===== config.mk =====
export PLATFORM = sky130hd
export DESIGN_NAME = alu_execute_stage
export DESIGN_NICKNAME = d
export VERILOG_FILES = /design/src/rtl/arm_pkg.sv /design/src/rtl/cond_check.sv /design/src/rtl/alu_execute_stage.sv
export SDC_FILE = /design/constraint.sdc
export NUM_CORES = 1
export LEC_CHECK = 0
export ABC_AREA = 1
export BUFFER_PORTS_ARGS = -buffer_cell sky130_fd_sc_hd__clkbuf_2
export CAP_MARGIN = 20
export CORE_MARGIN = 4
export CORE_UTILIZATION = 59
export CTS_CLUSTER_SIZE = 16
export DETAILED_ROUTE_END_ITERATION = 16
export PLACE_DENSITY = 0.95
export SLEW_MARGIN = 25
export SYNTH_ARGS = -nofsm -noshare
export SYNTH_HDL_FRONTEND = slang
export SYNTH_HIERARCHICAL = 1
export SYNTH_SLANG_ARGS = --single-unit

===== constraint.sdc =====
create_clock -name clk -period 4.4 [get_ports clk]
set_clock_uncertainty 0.1 [all_clocks]
set_input_delay 0.88 -clock clk [delete_from_list [all_inputs] [get_ports clk]]
set_output_delay 0.88 -clock clk [all_outputs]
set_load 0.01 [all_outputs]

===== src/rtl/arm_pkg.sv =====
// ARM data-processing definitions shared by the decoder and the execute stage.
package arm_pkg;

    localparam int unsigned DATA_W     = 32;
    localparam int unsigned NZCV_W     = 4;
    localparam int unsigned OPCODE_W   = 4;
    localparam int unsigned COND_W     = 4;
    localparam int unsigned REG_ADDR_W = 4;

    // NZCV bit positions inside the 4-bit flags vector
    localparam int unsigned FLAG_N = 3;
    localparam int unsigned FLAG_Z = 2;
    localparam int unsigned FLAG_C = 1;
    localparam int unsigned FLAG_V = 0;

    typedef enum logic [OPCODE_W-1:0] {
        OP_AND = 4'h0,
        OP_EOR = 4'h1,
        OP_SUB = 4'h2,
        OP_RSB = 4'h3,
        OP_ADD = 4'h4,
        OP_ADC = 4'h5,
        OP_SBC = 4'h6,
        OP_RSC = 4'h7,
        OP_TST = 4'h8,
        OP_TEQ = 4'h9,
        OP_CMP = 4'hA,
        OP_CMN = 4'hB,
        OP_ORR = 4'hC,
        OP_MOV = 4'hD,
        OP_BIC = 4'hE,
        OP_MVN = 4'hF
    } alu_op_e;

    typedef enum logic [COND_W-1:0] {
        COND_EQ = 4'h0,
        COND_NE = 4'h1,
        COND_CS = 4'h2,
        COND_CC = 4'h3,
        COND_MI = 4'h4,
        COND_PL = 4'h5,
        COND_VS = 4'h6,
        COND_VC = 4'h7,
        COND_HI = 4'h8,
        COND_LS = 4'h9,
        COND_GE = 4'hA,
        COND_LT = 4'hB,
        COND_GT = 4'hC,
        COND_LE = 4'hD,
        COND_AL = 4'hE,
        COND_NV = 4'hF
    } cond_e;

    // Registered contents of the execute output slot
    typedef struct packed {
        logic [DATA_W-1:0]     result;
        logic [REG_ADDR_W-1:0] rd;
        logic                  write_en;
        logic                  cond_pass;
    } exec_slot_t;

    // Compare-class ops set flags unconditionally and never write Rd
    function automatic logic is_compare(input logic [OPCODE_W-1:0] op);
        return (op == OP_TST) || (op == OP_TEQ) || (op == OP_CMP) || (op == OP_CMN);
    endfunction

endpackage


===== src/rtl/cond_check.sv =====
// ARM condition-code evaluation against an NZCV vector.
module cond_check
    import arm_pkg::*;
(
    input  logic [COND_W-1:0] cond,
    input  logic [NZCV_W-1:0] flags,
    output logic              pass_c
);

    logic n;
    logic z;
    logic c;
    logic v;

    assign n = flags[FLAG_N];
    assign z = flags[FLAG_Z];
    assign c = flags[FLAG_C];
    assign v = flags[FLAG_V];

    always_comb begin
        pass_c = 1'b0;
        case (cond)
            COND_EQ: pass_c = z;
            COND_NE: pass_c = !z;
            COND_CS: pass_c = c;
            COND_CC: pass_c = !c;
            COND_MI: pass_c = n;
            COND_PL: pass_c = !n;
            COND_VS: pass_c = v;
            COND_VC: pass_c = !v;
            COND_HI: pass_c = c && !z;
            COND_LS: pass_c = !c || z;
            COND_GE: pass_c = (n == v);
            COND_LT: pass_c = (n != v);
            COND_GT: pass_c = !z && (n == v);
            COND_LE: pass_c = z || (n != v);
            COND_AL: pass_c = 1'b1;
            COND_NV: pass_c = 1'b0;
            default: pass_c = 1'b0;
        endcase
    end

endmodule


===== src/rtl/alu_execute_stage.sv =====
// ARM execute stage: condition check, 16-op ALU, one-slot valid/ready output
// register and the architectural NZCV flags register.
module alu_execute_stage
    import arm_pkg::*;
#(
    parameter logic [NZCV_W-1:0] RESET_FLAGS = 4'b0000
) (
    input  logic                  clk,
    input  logic                  reset,
    input  logic                  in_valid,
    output logic                  in_ready,
    input  logic [OPCODE_W-1:0]   opcode,
    input  logic [COND_W-1:0]     cond,
    input  logic                  s_bit,
    input  logic [DATA_W-1:0]     rn_data,
    input  logic [DATA_W-1:0]     op2,
    input  logic                  shifter_carry,
    input  logic [REG_ADDR_W-1:0] rd_addr,
    input  logic                  flags_wr_en,
    input  logic [NZCV_W-1:0]     flags_wr_data,
    output logic                  out_valid,
    input  logic                  out_ready,
    output logic [DATA_W-1:0]     result,
    output logic [REG_ADDR_W-1:0] result_rd,
    output logic                  write_en,
    output logic                  cond_pass,
    output logic [NZCV_W-1:0]     flags
);

    logic              accept;
    logic              cond_ok_c;
    logic              is_cmp;
    logic              flag_update;
    logic              is_arith;
    logic              carry_in;
    logic [DATA_W-1:0] op_a;
    logic [DATA_W-1:0] op_b;
    logic [DATA_W:0]   sum;
    logic [DATA_W-1:0] alu_result;
    logic [NZCV_W-1:0] alu_flags;
    exec_slot_t        slot_q;

    assign in_ready    = !out_valid || out_ready;
    assign accept      = in_valid && in_ready;
    assign is_cmp      = is_compare(opcode);
    assign flag_update = accept && cond_ok_c && (s_bit || is_cmp);

    cond_check u_cond_check (
        .cond   (cond),
        .flags  (flags),
        .pass_c (cond_ok_c)
    );

    // Adder operand selection: subtraction is A + ~B + cin, reverse forms swap A/B
    always_comb begin
        op_a     = rn_data;
        op_b     = op2;
        carry_in = 1'b0;
        is_arith = 1'b0;
        case (opcode)
            OP_SUB, OP_CMP: begin
                op_b     = ~op2;
                carry_in = 1'b1;
                is_arith = 1'b1;
            end
            OP_RSB: begin
                op_a     = op2;
                op_b     = ~rn_data;
                carry_in = 1'b1;
                is_arith = 1'b1;
            end
            OP_ADD, OP_CMN: begin
                is_arith = 1'b1;
            end
            OP_ADC: begin
                carry_in = flags[FLAG_C];
                is_arith = 1'b1;
            end
            OP_SBC: begin
                op_b     = ~op2;
                carry_in = flags[FLAG_C];
                is_arith = 1'b1;
            end
            OP_RSC: begin
                op_a     = op2;
                op_b     = ~rn_data;
                carry_in = flags[FLAG_C];
                is_arith = 1'b1;
            end
            default: begin
            end
        endcase
    end

    assign sum = {1'b0, op_a} + {1'b0, op_b} + (DATA_W + 1)'(carry_in);

    // Result mux and the NZCV the instruction would produce
    always_comb begin
        alu_result = sum[DATA_W-1:0];
        case (opcode)
            OP_AND, OP_TST: alu_result = rn_data & op2;
            OP_EOR, OP_TEQ: alu_result = rn_data ^ op2;
            OP_ORR:         alu_result = rn_data | op2;
            OP_MOV:         alu_result = op2;
            OP_BIC:         alu_result = rn_data & ~op2;
            OP_MVN:         alu_result = ~op2;
            default:        alu_result = sum[DATA_W-1:0];
        endcase

        alu_flags         = flags;
        alu_flags[FLAG_N] = alu_result[DATA_W-1];
        alu_flags[FLAG_Z] = (alu_result == '0);
        if (is_arith) begin
            alu_flags[FLAG_C] = sum[DATA_W];
            alu_flags[FLAG_V] = (op_a[DATA_W-1] == op_b[DATA_W-1]) &&
                                (sum[DATA_W-1] != op_a[DATA_W-1]);
        end else begin
            alu_flags[FLAG_C] = shifter_carry;
            alu_flags[FLAG_V] = flags[FLAG_V];
        end
    end

    // Output slot and flags register; an instruction's flag update beats a direct load
    always_ff @(posedge clk) begin
        if (reset) begin
            out_valid <= 1'b0;
            slot_q    <= '0;
            flags     <= RESET_FLAGS;
        end else begin
            if (accept) begin
                out_valid        <= 1'b1;
                slot_q.result    <= alu_result;
                slot_q.rd        <= rd_addr;
                slot_q.write_en  <= cond_ok_c && !is_cmp;
                slot_q.cond_pass <= cond_ok_c;
            end else if (out_ready) begin
                out_valid <= 1'b0;
            end

            if (flag_update) begin
                flags <= alu_flags;
            end else if (flags_wr_en) begin
                flags <= flags_wr_data;
            end
        end
    end

    assign result    = slot_q.result;
    assign result_rd = slot_q.rd;
    assign write_en  = slot_q.write_en;
    assign cond_pass = slot_q.cond_pass;

endmodule

# Yosys cells after proc, flatten, opt, wreduce, memory -nomap -nowiden
# Cells that the tools add are included.
# W data, S select, Z words.
[totals]
input_bits = 87
output_inout_bits = 44
register_bits = 43
elab_cells = 94
[classes]
mux = 11
n_bitwise = 6
n_addsub = 2
reduce_logical = 33
n_eq_ne = 35
[ops]
columns = ["cell", "n"]
rows = [
  ["$pmux W32 S6", 1],
  ["$and A32 B32 Y32", 2],
  ["$eq A4 B4 Y1 const B", 16],
  ["$not A32 Y32", 2],
  ["$pmux W32 S2", 1],
  ["$add A32 B32 Y33", 1],
  ["$add A33 B1 Y33", 1],
  ["$eq A4 B3 Y1 const B", 8],
  ["$logic_not A32 Y1", 1],
  ["$mux W32", 1],
  ["$or A32 B32 Y32", 1],
  ["$xor A32 B32 Y32", 1],
  ["$eq A4 B2 Y1 const B", 4],
  ["$pmux W1 S16", 1],
  ["$reduce_or A3 Y1", 3],
  ["$eq A4 B1 Y1 const B", 2],
  ["$logic_not A4 Y1", 2],
  ["$mux W4", 2],
  ["$reduce_or A8 Y1", 1],
  ["$logic_and A1 B1 Y1", 7],
  ["$logic_or A1 B1 Y1", 7],
  ["$logic_not A1 Y1", 6],
  ["$reduce_or A2 Y1", 3],
  ["$reduce_bool A2 Y1", 2],
  ["7 further kinds", 11],
]

# Depth between registers and ports, before layout
# Gate-level depths: netlist of run 1.
[logic_depth]
ltp_word = 9
ltp_mapped = 27
depth_no_buf = 26

# Cells and area by module
# The synthesis of run 1 kept the hierarchy.
[by_module_without_submodules]
columns = ["mod", "cells_per_inst", "area_per_inst_um2", "n_inst"]
rows = [
  ["alu_execute_stage", 1301, 7101.8, 1],
  ["cond_check", 45, 205.2, 1],
]

# Worst setup path before layout of run 1
# OpenSTA, ideal clock, no wires.
[synth_path]
path_type = "input -> register"
start = "in opcode[0]"
end = "reg flags[2]"
t_arrival_ns = 3.846
cell_stages = 26
n_path_buf = 3
setup_slack_ns = 0.384
path_cell_list = "buf_2 > nand2_1 > nor2_1 > clkbuf_1 > inv_2 > clkbuf_1 > a31o_2 > fa_1 > inv_1 > fa_1 > inv_1 > nand3_1 > nand2_1 > nand3_1 > nand3_1 > nand2_1 > nand2_1 > nand2_1 > nand2_1 > nand2_1 > nand2_1 > nor2_1 > nand2_1 > nor2_1 > nand3_1 > a21oi_1"
[synth_between]
elab_chain_cells = 8
[synth_lines]
columns = ["item", "line_no", "rtl"]
rows = [
  ["start, declared", "alu_execute_stage.sv:12", "input logic [OPCODE_W-1:0] opcode,"],
  ["$eq A4 B4 Y1 (tied with other cells)", "arm_pkg.sv:64, alu_execute_stage.sv:60", ""],
  ["$reduce_or A3 Y1 (no line) or $reduce_or A2 Y1 (tied branches)", "n/a", ""],
  ["$pmux W32 S2 or $mux W32 (tied branches)", "alu_execute_stage.sv:60", "case (opcode)"],
  ["$add A32 B32 Y33", "alu_execute_stage.sv:95", "assign sum = {1'b0, op_a} + {1'b0, op_b} + (DATA_W + 1)'(carry_in);"],
  ["$add A33 B1 Y33", "alu_execute_stage.sv:95", ""],
  ["$pmux W32 S6", "alu_execute_stage.sv:100", "case (opcode)"],
  ["$logic_not A32 Y1", "alu_execute_stage.sv:112", "alu_flags[FLAG_Z] = (alu_result == '0);"],
  ["$mux W4", "alu_execute_stage.sv:140", "if (flag_update) begin"],
  ["end signal, assigned", "alu_execute_stage.sv:141", "flags <= alu_flags;"],
  ["end signal, assigned", "alu_execute_stage.sv:143", "flags <= flags_wr_data;"],
  ["end, declared", "alu_execute_stage.sv:27", "output logic [NZCV_W-1:0] flags"],
]
# Several ways; a longest one is shown, not always the timed one.
# A chain may end at the register's enable or synchronous reset.

# Final worst setup path of run 1
[layout_path]
start = "in opcode[3]"
end = "reg flags[2]"
# Same word-level chain as after synthesis.

==> results.md, run 1 <==
- Vias in the first global route: 8,729
- Clock-pin slew on the worst setup and hold paths: 0.06 ns
- Starting DRC count in detailed routing: roughly 1,500
- First-pass GRT wire length: 40.7 mm
- Slowest CP cell: fa_1
- Synth area leader: nand2_1
- Width of the die: 119 um
- CTS Hold Buffers Added: 0
- Tot GR Track Use: 33.8%
- GRT overflow: 0
- CTS Buf Count: 5
- Max-Cap Viols: 0
- Post-synthesis cell type count: 43
- Min Tclk post-route: 4.00 ns
- First-pass iteration count of the detailed router: 8
- Startpoint Class: input pin
- Crit path kind: input pin to flip-flop
- Min-delay worst type: flip-flop to flip-flop
- Final nets: 1,599
- Die H: between 100 and 150 um
- DR vias: 9,772
- Bufs on Longest Clock Path: 2
- Initial antenna violation count: 0
- Post-CTS Setup Bufs: 0
- Yosys Warn Count: 6
- Finish-stage setup viols: 0
- Vias per inst: 6.05
- Synthesized area per cell: 5.43 sq um
- Register area: ~860 sq um
- Antenna Nets Post-Route: 0
- Leak pwr: approximately 0.0045 uW
- Fin crit share: between 90% and 100%
- Top cell type's share of synthesized area: 21.9%
- Row count: 40
- Fraction of registers with async set/reset: 0%
- Drc violations: 0
- Total power draw: 1940 uW
- Max FO, Critical Path: 32
- Sum Neg Setup Slack: 0 ns
- Fmax: 0.250 GHz
- DPL Wire Length: 19.1 mm
- Slew HR: 40.5%
- CTS tree: built
- FF+latch count, synth: 43
- Primary FF master, synth: dfxtp_1
- I/O pin total: 131
- Fill count: 1,055
- Routability congestion estimate: 1.12
- VDD IR max: 0.156 mV
- Synthesized instance count: ~1,300
- Worst-Margin Slew: between 0.8 and 0.9 ns
- Commonest non-fill, non-tap cell in the layout: nand2_1
- Post-Syn Area: 7310 sq um
- Layout Area Growth over Synthesis: 13.2%
- Layout cells sized above 1: 14.2%
- Area contributors post-synth: nand2_1, dfxtp_1, ha_1
- Skew-Pair Late Insertion Delay: about 0.28 ns
- H-Tree Depth: 2
- Unrepaired setup endpoints after global routing: false
- Status: finished, final reports clean
- Required @ worst endpoint: 4.52 ns
- Core box area: about 12,000 sq um
- WL final: 25.1 mm
- Post-synthesis sequential area ratio: 11.8%
- Most frequent cells in the layout: nand2_1, inv_1, clkbuf_2
- Cell mode on critical path: nand2_1
- Max incr delay on CP: between 0.4 and 0.5 ns
- Post-DR wirelength/cell: 15.5 um
- IO Port Bufs: 130
- Clock Sink Count: 43
- Root buffer cell: clkbuf_16
- Pwr dens: 235 nW/um^2
- ANT cells: 0
- Mapped Nets: 1,498
- CP arrival: between 4 and 5 ns
- Effective utilization at floorplan: 60.6%
- EDFF count, synth: 0
- Multi-input gate area: approximately 5500 sq um
- Largest net degree at the start of global routing: 65
- Area of the die: 14,200 sq um
- Endpoints failing hold: 0
- Crit. End Element: flip-flop
- Slew Limit Fails: 0
[sequential cells by signal (all words and copies together) (netlist names)]
name       cells
cond_pass      1
result_rd      4
write_en       1
flags          4
result        32
out_valid      1
[area by class of cell]
type / instances / share of cell area (%)
inverter: 205 / 9.34
clock inverter: 1 / 0.0605
tap: 168 / 2.54
multi-input combinational: 1046 / 66.0
sequential: 43 / 10.4
clock buffer: 7 / 1.60
timing repair buffer: 146 / 10.1
[through the flow]
step | cells | util (%) | cell area, sq um | worst slack (ns) | hold WS [ns]
2_1_floorplan | 1346 | - | 7310 | 0.384 | 0.390
3_3_place_gp | 1608 | 67.4 | 8130 | 0.193 | 0.356
3_5_place_dp | 1608 | 67.4 | 8130 | 0.108 | 0.361
4_1_cts | 1616 | 68.5 | 8270 | 0.385 | 0.370
5_1_grt | 1616 | 68.6 | 8270 | 0.106 | 0.399
6_report | 1616 | 68.6 | 8270 | 0.397 | 0.368
[metal layers]
layer	vias up	track usage [%]	wire length [um]
li1	4637	-	-
met4	0	16.2	1180
met3	125	5.70	3300
met1	4316	43.3	9520
met5	-	0	0
met2	694	55.0	11100
[cell families (layout without fill, tap and decap cells)]
logic type | Yosys count | after routing | synth area share [%]
and+or+nand+nor | 693 | 693 | 39.1
AOI/OAI and AO/OA | 282 | 282 | 23.3
buffers and inverters | 257 | 359 | 13.7
adders and majority gates | 65 | 65 | 11.3
DFF | 43 | 43 | 11.8
xor gates and xnor gates | 6 | 6 | 0.719
[timing repair]
item,in CTS,in global routing
gates resized for setup,0,1
endpoints found under the setup margin,0,1
endpoints found under the hold margin,0,0
[synth_stat cells, types with 9 or more instances]
library cell and instances:
o21ai_0 98, ha_1 63, o22ai_1 37, inv_1 195, buf_2 12, nor2_1 128
nand3b_1 9, nand4_1 21, dfxtp_1 43, a21oi_1 60, clkbuf_1 27, a31o_2 31
nand2_1 427, o211ai_1 26, nand3_1 85
[path summary, 6_finish.rpt]
path,startpoint,cells past startpoint,slack [ns],end
worst max-delay path,opcode[3],25,0.40,flags[2]
worst min-delay path,cond_pass,2,0.37,cond_pass
worst max register to register,flags[1],19,0.84,flags[2]
worst min register to register,cond_pass,2,0.37,cond_pass
[power breakdown]
| group | total (uW) | leakage (uW) | switching (uW) | internal [uW] |
|---|---|---|---|---|
| Sequential | 459 | 0.000357 | 29.4 | 430 |
| Combinational | 1130 | 0.00412 | 741 | 390 |
| Clock | 354 | 0.0000679 | 145 | 210 |
[critical path, delay by kind of cell]
| family | cells | cell delay (ns) |
|---|---|---|
| compound gates | 4 | 0.71 |
| fa+ha+maj | 2 | 0.61 |
| buf+inv | 6 | 0.75 |
| simple gates | 13 | 1.18 |
Note: power is estimated with default switching activity, not from simulation.
==> run 2: changes to the inputs <==
- ABC_AREA: 1 -> unset
- CORE_MARGIN: 4 -> 2
- CORE_UTILIZATION: 59 -> 58
==> run 2 against run 1 <==
Compared with the run above: synthesized cell count decreased by 19%; synthesized area down 3.0%; the flow now stops in global routing (5_1_grt).
==> results.md, run 2 <==
- Status: stopped before the end
- Failed at: global routing (5_1_grt)
- Error: [ERROR GRT-0232] Routing congestion too high. Check the congestion heatmap in the GUI.
- Tot GR Track Use: 82.1%
- I/O pin total: 131 (unchanged)
- Most common cell in the netlist: o21ai_0
- EDFF count, synth: 0 (unchanged)
- Synthesized instance count: 1,084 (-19%)
- Row count: 40 (unchanged)
- Post-GRT worst EP: flags[2]$_SDFFE_PP0P_/D
- Post-Syn Area: 7080 sq um (-3.0%)
- Yosys Warn Count: 6 (unchanged)
- CTS Buf Count: 5 (unchanged)
- DP Area: 8960 sq um (+10%)
- Top cell type's share of synthesized area: 12.2% (-9.8 points)
- Worst ep type: register input
- GRT overflow: 91
- Largest net degree at the start of global routing: 53
- Bufs on Longest Clock Path: 2 (unchanged)
- Primary FF master, synth: dfxtp_1
- Mapped Nets: 1,236 (-17%)
- H-Tree Depth: 2 (unchanged)
- FF+latch count, synth: 43 (unchanged)
- Clock Sink Count: 43 (unchanged)
- Synthesized area per cell: 6.54 sq um (+20%)
- Post-synthesis sequential area ratio: 12.2% (+0.37 points)
- Synth area leader: dfxtp_1
- Root buffer cell: clkbuf_16
- Routability congestion estimate: 1.19 (+6.3%)
- IO Port Bufs: 130 (unchanged)
- Area contributors post-synth: dfxtp_1, ha_1, o21ai_0
- DPL Wire Length: 22.0 mm (+15%)
- Die H: 115 um (-4.0%)
- Effective utilization at floorplan: 59.2% (-1.4 points)
- Width of the die: 115 um (-4.0%)
- Fraction of registers with async set/reset: 0% (unchanged)
- Commonest cells post-synth: o21ai_0, nand2_1, a21oi_1
- Post-synthesis cell type count: 87 (+100%)
[run 2: per-stage QoR]
stage                     instances  worst slack, ns  TNS, ns  utilization, %  hold slack, ns
after detailed placement       1452            -1.03    -8.33            74.9           0.354
after CTS                      1475           -0.357   -0.417            79.5           0.363
after global placement         1452           -0.783    -4.80            74.9           0.340
after floorplan                1084           -0.605   -0.680               -           0.381
[run 2: cell families after synthesis]
logic type	Yosys count	share of synthesized area (%)
AO/OA/AOI/OAI	422	38.5
XOR/XNOR	23	2.84
adder cells (fa/ha/maj)	65	11.7
buffers and inverters	157	9.06
flip-flops	43	12.2
multiplexers	19	2.74
AND/OR/NAND/NOR	355	23.0
[run 2: what timing repair did]
item / CTS
endpoints found under the hold margin: 0
pin swaps: 52
setup endpoints to repair: 14
resized for setup: 66
cloned: 1
setup buffers: 14
hold buffers: 0
[run 2: per-layer routing]
metal  GRT usage, %  GRT overflow
met5           47.1             0
met4           84.6            36
met3           69.2             5
met2           94.7            46
met1           81.5             4
==> run 3: changes to the inputs <==
- CORE_UTILIZATION: 58 -> 40
- CTS_CLUSTER_SIZE: 16 -> unset
- PLACE_DENSITY: 0.95 -> unset
- PLACE_DENSITY_LB_ADDON: unset -> 0.15
==> run 3 against run 2 <==
Compared with the run above: synthesized cell count stayed put; the flow now finishes, with violations (negative setup slack); synthesized area stayed put.
==> results.md, run 3 <==
- Status: finished with violations
- Failing checks: negative setup slack
- Area contributors post-synth: dfxtp_1, ha_1, o21ai_0
- CP Buf/Inv Count: 6
- H-Tree Depth: 2 (unchanged)
- Pwr dens: 253 nW/um^2
- Vias in the first global route: 8,385
- Int Pwr: 1500 uW
- Antenna Nets Post-Route: 0
- Crit. End Element: flip-flop
- Placed Cells incl. Taps: 1,560 (+7.4%)
- Slew HR: a little over a third
- Post-DR wirelength/cell: 18.2 um
- Endpoints failing hold: 0
- Slew Limit Fails: 0
- Yosys Warn Count: 6 (unchanged)
- Finish-stage setup viols: 3
- Clock Sink Count: 43 (unchanged)
- Unrepaired setup endpoints after global routing: true
- Largest net degree at the start of global routing: 47
- Min Tclk post-route: approximately 4.7 ns
- CTS Hold Buffers Added: 0 (unchanged)
- WL final: 29.1 mm
- Max-Cap Viols: 0
- Die H: 137 um (+20%)
- Clock power frac: 14.2%
- Hold depth: 2
- Worst R2R Start: flags[1]
- Area of the die: 18,800 sq um
- Starting DRC count in detailed routing: 816
- R2R depth: 17
- Row count: 48 (+20%)
- Worst hold slack: 0.354 ns
- I/O pin total: 131 (unchanged)
- Psw: 1090 uW
- Commonest cells post-synth: o21ai_0, nand2_1, a21oi_1
- Most frequent cells in the layout: buf_4, nand2_1, o21ai_0
- DR vias: 9,167
- CP arrival: 4.85 ns
- Fraction of registers with async set/reset: 0% (unchanged)
- Core box area: 17,300 sq um
- Fin crit share: 108%
- Cell Chain, Critical Path: clkbuf_16 > inv_12 > or3_4 > o31ai_4 > buf_12 > buf_16 > nand2_1 > o21ai_0 > o21ai_0 > ha_1 > nand4_2 > nor3_2 > buf_4 > nand2_2 > o22ai_4 > o2111ai_4 > mux2i_2 > nor3_2 > buf_4 > nand4b_1 > or4_4 > o31ai_2
- Layout Area Growth over Synthesis: 44.6%
- Worst path top cell family by delay: simple AND/OR/NAND/NOR gates
- Final WS setup: -0.345 ns
- FF+latch count, synth: 43 (unchanged)
- Tot GR Track Use: 30.0%
- Initial antenna violation count: 0
- DPL Wire Length: 22.7 mm (+3.2%)
- Required @ worst endpoint: between 4 and 5 ns
- Seq pwr share: 17.3%
- Fmax: 0.211 GHz
- Post-synthesis sequential area ratio: 12.2% (unchanged)
- Max incr delay on CP: 0.56 ns
- Max FO, Critical Path: 7
- VDD IR max: 0.145 mV
- Clock-pin slew on the worst setup and hold paths: 0.06 ns
- Bufs on Longest Clock Path: 2 (unchanged)
- IO Port Bufs: 130 (unchanged)
- Post-synthesis cell type count: 87 (unchanged)
- Max reg flops: 32
- Startpoint Class: input pin
- Top reg by flops: result
- Synthesized instance count: 1,084 (unchanged)
- Worst hold start: cond_pass
- Skew-Pair Late Insertion Delay: about 0.28 ns
- CTS Buf Count: 5 (unchanged)
- GRT overflow: 0
- RR Endpoint: flags[2]
- Layout cells sized above 1: around 35%
- Width of the die: 137 um (+20%)
- Post-Syn Area: 7080 sq um (unchanged)
- Most common cell in the netlist: o21ai_0
- Final nets: 1,524
- Primary FF master, synth: dfxtp_1
- First-pass iteration count of the detailed router: 5
- Crit path kind: input pin to flip-flop
- Hold endpoint: cond_pass
- Commonest non-fill, non-tap cell in the layout: buf_4
- Mapped Nets: 1,236 (unchanged)
- Sw Ratio: about 42%
- Synth area leader: dfxtp_1
- Final std cells w/o fill: 1,598
- Top cell type's share of synthesized area: 12.2% (unchanged)
- EDFF count, synth: 0 (unchanged)
- Root buffer cell: clkbuf_16
- Slowest CP cell: or4_4
- Leak pwr: 0.00476 uW
- CTS tree: built
- Synthesized area per cell: 6.54 sq um (unchanged)
- Combinational share of power: 68.5%
- Flop2flop setup slack: about 0.45 ns
- Fill count: between 1,500 and 2,000
- First-pass GRT wire length: 43.8 mm
- Sum Neg Setup Slack: -0.451 ns
- Drc violations: 0
- Effective utilization at floorplan: 41.0% (-18 points)
- Min-delay worst type: flip-flop to flip-flop
- Routability congestion estimate: 0.975 (-18%)
- Vias per inst: about 5.7
- Worst-Margin Slew: 0.972 ns
==> run 3: worst reg2reg max path, cell delays in order (launching register included) <==
cell	delay, ns
dfxtp_1	0.33
o21ai_0	0.12
o31ai_1	0.21
buf_4	0.15
fa_2	0.25
inv_2	0.05
fa_2	0.33
nand2b_4	0.16
a21oi_4	0.21
buf_6	0.13
o21ai_4	0.06
and2_4	0.17
o21a_1	0.23
xnor2_2	0.19
a2111oi_4	0.35
nand4_1	0.16
or4_4	0.45
o31ai_2	0.22
==> run 3: cell families (layout without fill, tap and decap cells) <==
family                   after synthesis  after routing  share of synthesized area (%)
multiplexers                          19             19                           2.74
XOR/XNOR                              23             23                           2.84
adder cells (fa/ha/maj)               65             65                           11.7
flip-flops                            43             43                           12.2
buffers and inverters                157            445                           9.06
AO/OA/AOI/OAI                        422            422                           38.5
other                                  0              1                              0
AND/OR/NAND/NOR                      355            355                           23.0
==> run 3: what timing repair did <==
item,CTS,global route
gates resized for setup,67,57
endpoints found under the setup margin,9,11
gates cloned,1,0
buffers inserted,19,11
pin swaps,57,54
==> run 3: how the worst max path moves through the flow <==
stage	endpoint	from	depth (start not counted)
5_1_grt	flags[2]	opcode[0]	19
2_1_floorplan	flags[2]	opcode[0]	21
4_1_cts	flags[2]	opcode[0]	20
3_5_place_dp	flags[2]	opcode[0]	18
3_3_place_gp	flags[2]	opcode[0]	21
6_report	flags[2]	opcode[0]	22
==> run 3: per-layer routing <==
| metal | wire [um] | vias up | share of wire, % | global-route usage, % |
|---|---|---|---|---|
| met3 | 1760 | 75 | 6.1 | 3.81 |
| li1 | - | 4513 | - | - |
| met5 | 0 | - | 0 | 0 |
| met2 | 13300 | 324 | 46 | 49.4 |
| met1 | 12800 | 4255 | 44 | 38.9 |
| met4 | 1200 | 0 | 4.1 | 13.8 |
==> run 3: power groups by stage <==
stage	combinational [uW]	clock, uW	sequential (uW)
3_3_place_gp	1530	0	457
5_1_grt	1920	385	454
2_1_floorplan	821	0	474
4_1_cts	1670	374	449
3_5_place_dp	1530	0	458
6_report	1770	368	449
==> run 3: layout make-up <==
cell class                      instances  area (sq um)  share of cell area [%]
Antenna cell                            1          2.50                  0.0244
Clock buffer                            6           139                    1.36
Clock inverter                          1          5.00                  0.0489
Inverter                               79           312                    3.04
Multi-Input combinational cell        884          6080                    59.3
Sequential cell                        43           861                    8.40
Tap cell                              225           282                    2.75
Timing Repair Buffer                  359          2570                    25.1
==> run 3: per-stage QoR <==
step                      setup slack, ns  power (uW)  instance area (sq um)  utilization (%)
final                              -0.345        2590                  10200             59.2
after CTS                          -0.279        2490                   9950             57.5
after detailed placement           -0.958        1990                   9330             53.9
after global placement             -0.847        1980                   9330             53.9
after global routing               -0.452        2750                  10200             59.2
after floorplan                    -0.605        1300                   7290                -
==> run 4: changes to the inputs <==
- ABC_AREA: unset -> 1
==> run 4 against run 3 <==
Compared with the run above: the run now ends clean; combinational power decreased by 34%; count of clock-buffer cells in the layout up 2; sequential power rose by 1%; first-iteration DRC count shrank 6.0%; die area increased by 3.1%; routed wire length decreased by 7.3%; non-clock buffer count down 196; global-route usage decreased by 2.7 points; design area shrank 17%; critical path depth increased by 1; utilization decreased by 12 points; largest power group unchanged.
==> results.md, run 4 (synthesis results as in run 1) <==
- First-pass iteration count of the detailed router: 5 (unchanged)
- Slowest CP cell: fa_1
- Max incr delay on CP: 0.46 ns (-0.10 ns)
- Slew HR: 46.7% (+12 points)
- Fin area: 8490 sq um (-17%)
- Area of the die: 19,400 sq um (+3.1%)
- Die H: 139 um (+1.5%)
- Post-DR wirelength/cell: 15.9 um (-13%)
- Top reg by flops: result
- Leak pwr: 0.00464 uW (-2.6%)
- Effective utilization at floorplan: 40.7% (-0.28 points)
- Initial antenna violation count: 0 (unchanged)
- Starting DRC count in detailed routing: 767 (-6.0%)
- Core box area: 18,000 sq um (+3.9%)
- Drc violations: 0 (unchanged)
- Total power draw: 2000 uW (-23%)
- Unrepaired setup endpoints after global routing: false
- Max FO, Critical Path: 10 (+3)
- Bufs on Longest Clock Path: 2 (unchanged)
- Post-CTS Setup Bufs: 0 (-19)
- Layout Area Growth over Synthesis: 16.1%
- Crit. End Element: flip-flop
- Fin crit share: 90.1% (-18 points)
- Worst path top cell family by delay: simple AND/OR/NAND/NOR gates
- IO Port Bufs: 130 (unchanged)
- Endpoints failing hold: 0 (unchanged)
- Vias in the first global route: 8,221 (-2.0%)
- WL final: 26.9 mm (-7.3%)
- H-Tree Depth: 2 (unchanged)
- DPL Wire Length: 21.5 mm (-5.1%)
- DP Area: 8320 sq um (-11%)
- Pwr dens: 235 nW/um^2 (-6.9%)
- Required @ worst endpoint: 4.52 ns (+0.02 ns)
- Skew-Pair Late Insertion Delay: 0.28 ns (about the same)
- I/O pin total: 131 (unchanged)
- Cell mode on critical path: nand2_1
- Layout cells sized above 1: 15.3% (-19 points)
- CP Buf/Inv Count: 5 (-1)
- Post-layout util: 47.2% (-12 points)
- Final std cells w/o fill: 1,694 (+6.0%)
- Tot GR Track Use: 27.3% (-2.7 points)
- Sum Neg Setup Slack: 0 ns (+0.451 ns)
- Cell Chain, Critical Path: clkbuf_2 > inv_1 > nand2_1 > a2111oi_1 > buf_4 > fa_1 > inv_1 > fa_1 > inv_1 > nand2_1 > nand2_1 > nand3_1 > nand2_1 > nand2_1 > nand3_1 > nand2_1 > nor2_1 > nand2_1 > nor3_2 > nand3_1 > nor2_1 > nand3_1 > a21oi_1
- First-pass GRT wire length: 43.1 mm (-1.6%)
- R2R depth: 21 (+4)
- Crit path kind: input pin to flip-flop
- Placed Cells incl. Taps: 1,686 (+8.1%)
- CTS tree: built
- CTS Buf Count: 5 (unchanged)
- CP arrival: 4.08 ns (-0.77 ns)
- Min-delay worst type: flip-flop to flip-flop
- Worst-Margin Slew: 0.794 ns (-0.177 ns)
- Startpoint Class: input pin
- Width of the die: 139 um (+1.5%)
- Fill count: 2,023 (+21%)
- Routability congestion estimate: 1.01 (+3.8%)
- Vias per inst: 5.40 (-5.8%)
- ANT cells: 0 (-1)
- Largest net degree at the start of global routing: 59 (+26%)
- Crit path depth: 23 (+4.5%)
- Finish-stage setup viols: 0 (-3)
- Clock Sink Count: 43 (unchanged)
- GRT overflow: 0 (unchanged)
- Most frequent cells in the layout: nand2_1, inv_1, clkbuf_2
- Min Tclk post-route: 3.96 ns (-0.782 ns)
- Slew Limit Fails: 0 (unchanged)
- DR vias: 9,154 (-0.14%)
- Final nets: 1,616 (+6.0%)
- Antenna Nets Post-Route: 0 (unchanged)
- VDD IR max: 0.218 mV (+50%)
- Fmax: 0.252 GHz (+20%)
- Row count: 49 (+2.1%)
- Max reg flops: 32 (unchanged)
- Commonest non-fill, non-tap cell in the layout: nand2_1
- Status: finished, final reports clean
- Root buffer cell: clkbuf_16
- Max-Cap Viols: 0 (unchanged)
- Hold depth: 2 (unchanged)
- Clock-pin slew on the worst setup and hold paths: 0.06 ns (about the same)
[run 4: worst reg2reg max path: stages, from the launching register on]
cell       delay [ns]
dfxtp_1          0.40
nor2_1           0.07
a2111oi_1        0.35
buf_4            0.18
fa_1             0.19
inv_1            0.06
fa_1             0.46
inv_1            0.14
nand2_1          0.08
nand2_1          0.06
nand3_1          0.08
nand2_1          0.10
nand2_1          0.06
nand3_1          0.07
nand2_1          0.14
nor2_1           0.13
nand2_1          0.07
nor3_2           0.18
nand3_1          0.14
nor2_1           0.11
nand3_1          0.08
a21oi_1          0.12
[run 4: metal layers]
layer / vias to the layer above / global-route usage, % / share of wire [%]
met5: - / 0 / 0
met4: 0 / 7.87 / 2.4
met3: 48 / 2.56 / 7.6
met2: 343 / 43.9 / 44
met1: 4094 / 38.8 / 46
li1: 4669 / - / -
[run 4: power by group]
part | switching [uW] | internal [uW]
sequential | 25.0 | 430
combinational | 749 | 412
clock | 141 | 241
total | 915 | 1080
[run 4: final timing paths]
kind / start / end / slack, ns
worst min-delay path: write_en / write_en / 0.37
worst max register to register: flags[1] / flags[2] / 0.95
worst max-delay path: opcode[0] / flags[2] / 0.44
worst min register to register: write_en / write_en / 0.37
[run 4: final cells by class]
class,count,area [sq um],area share (%)
flip-flops and latches,43,861,10.1
well taps,229,287,3.38
repair buffers,163,948,11.2
multi-input cells,1046,5460,64.4
inverters,205,772,9.10
clock buffers,8,156,1.84
[run 4: stage by stage]
| stage | setup slack [ns] | hold WS [ns] |
|---|---|---|
| 3_5_place_dp | 0.0388 | 0.363 |
| 6_report | 0.436 | 0.370 |
| 5_1_grt | 0.0851 | 0.383 |
| 2_1_floorplan | 0.384 | 0.390 |
| 3_3_place_gp | 0.0943 | 0.362 |
| 4_1_cts | 0.300 | 0.373 |
[run 4: repair_timing]
item	in CTS	in global routing
setup endpoints to repair	0	1
gates resized for setup	0	2
hold endpoints to repair	0	0
hold buffers	0	0
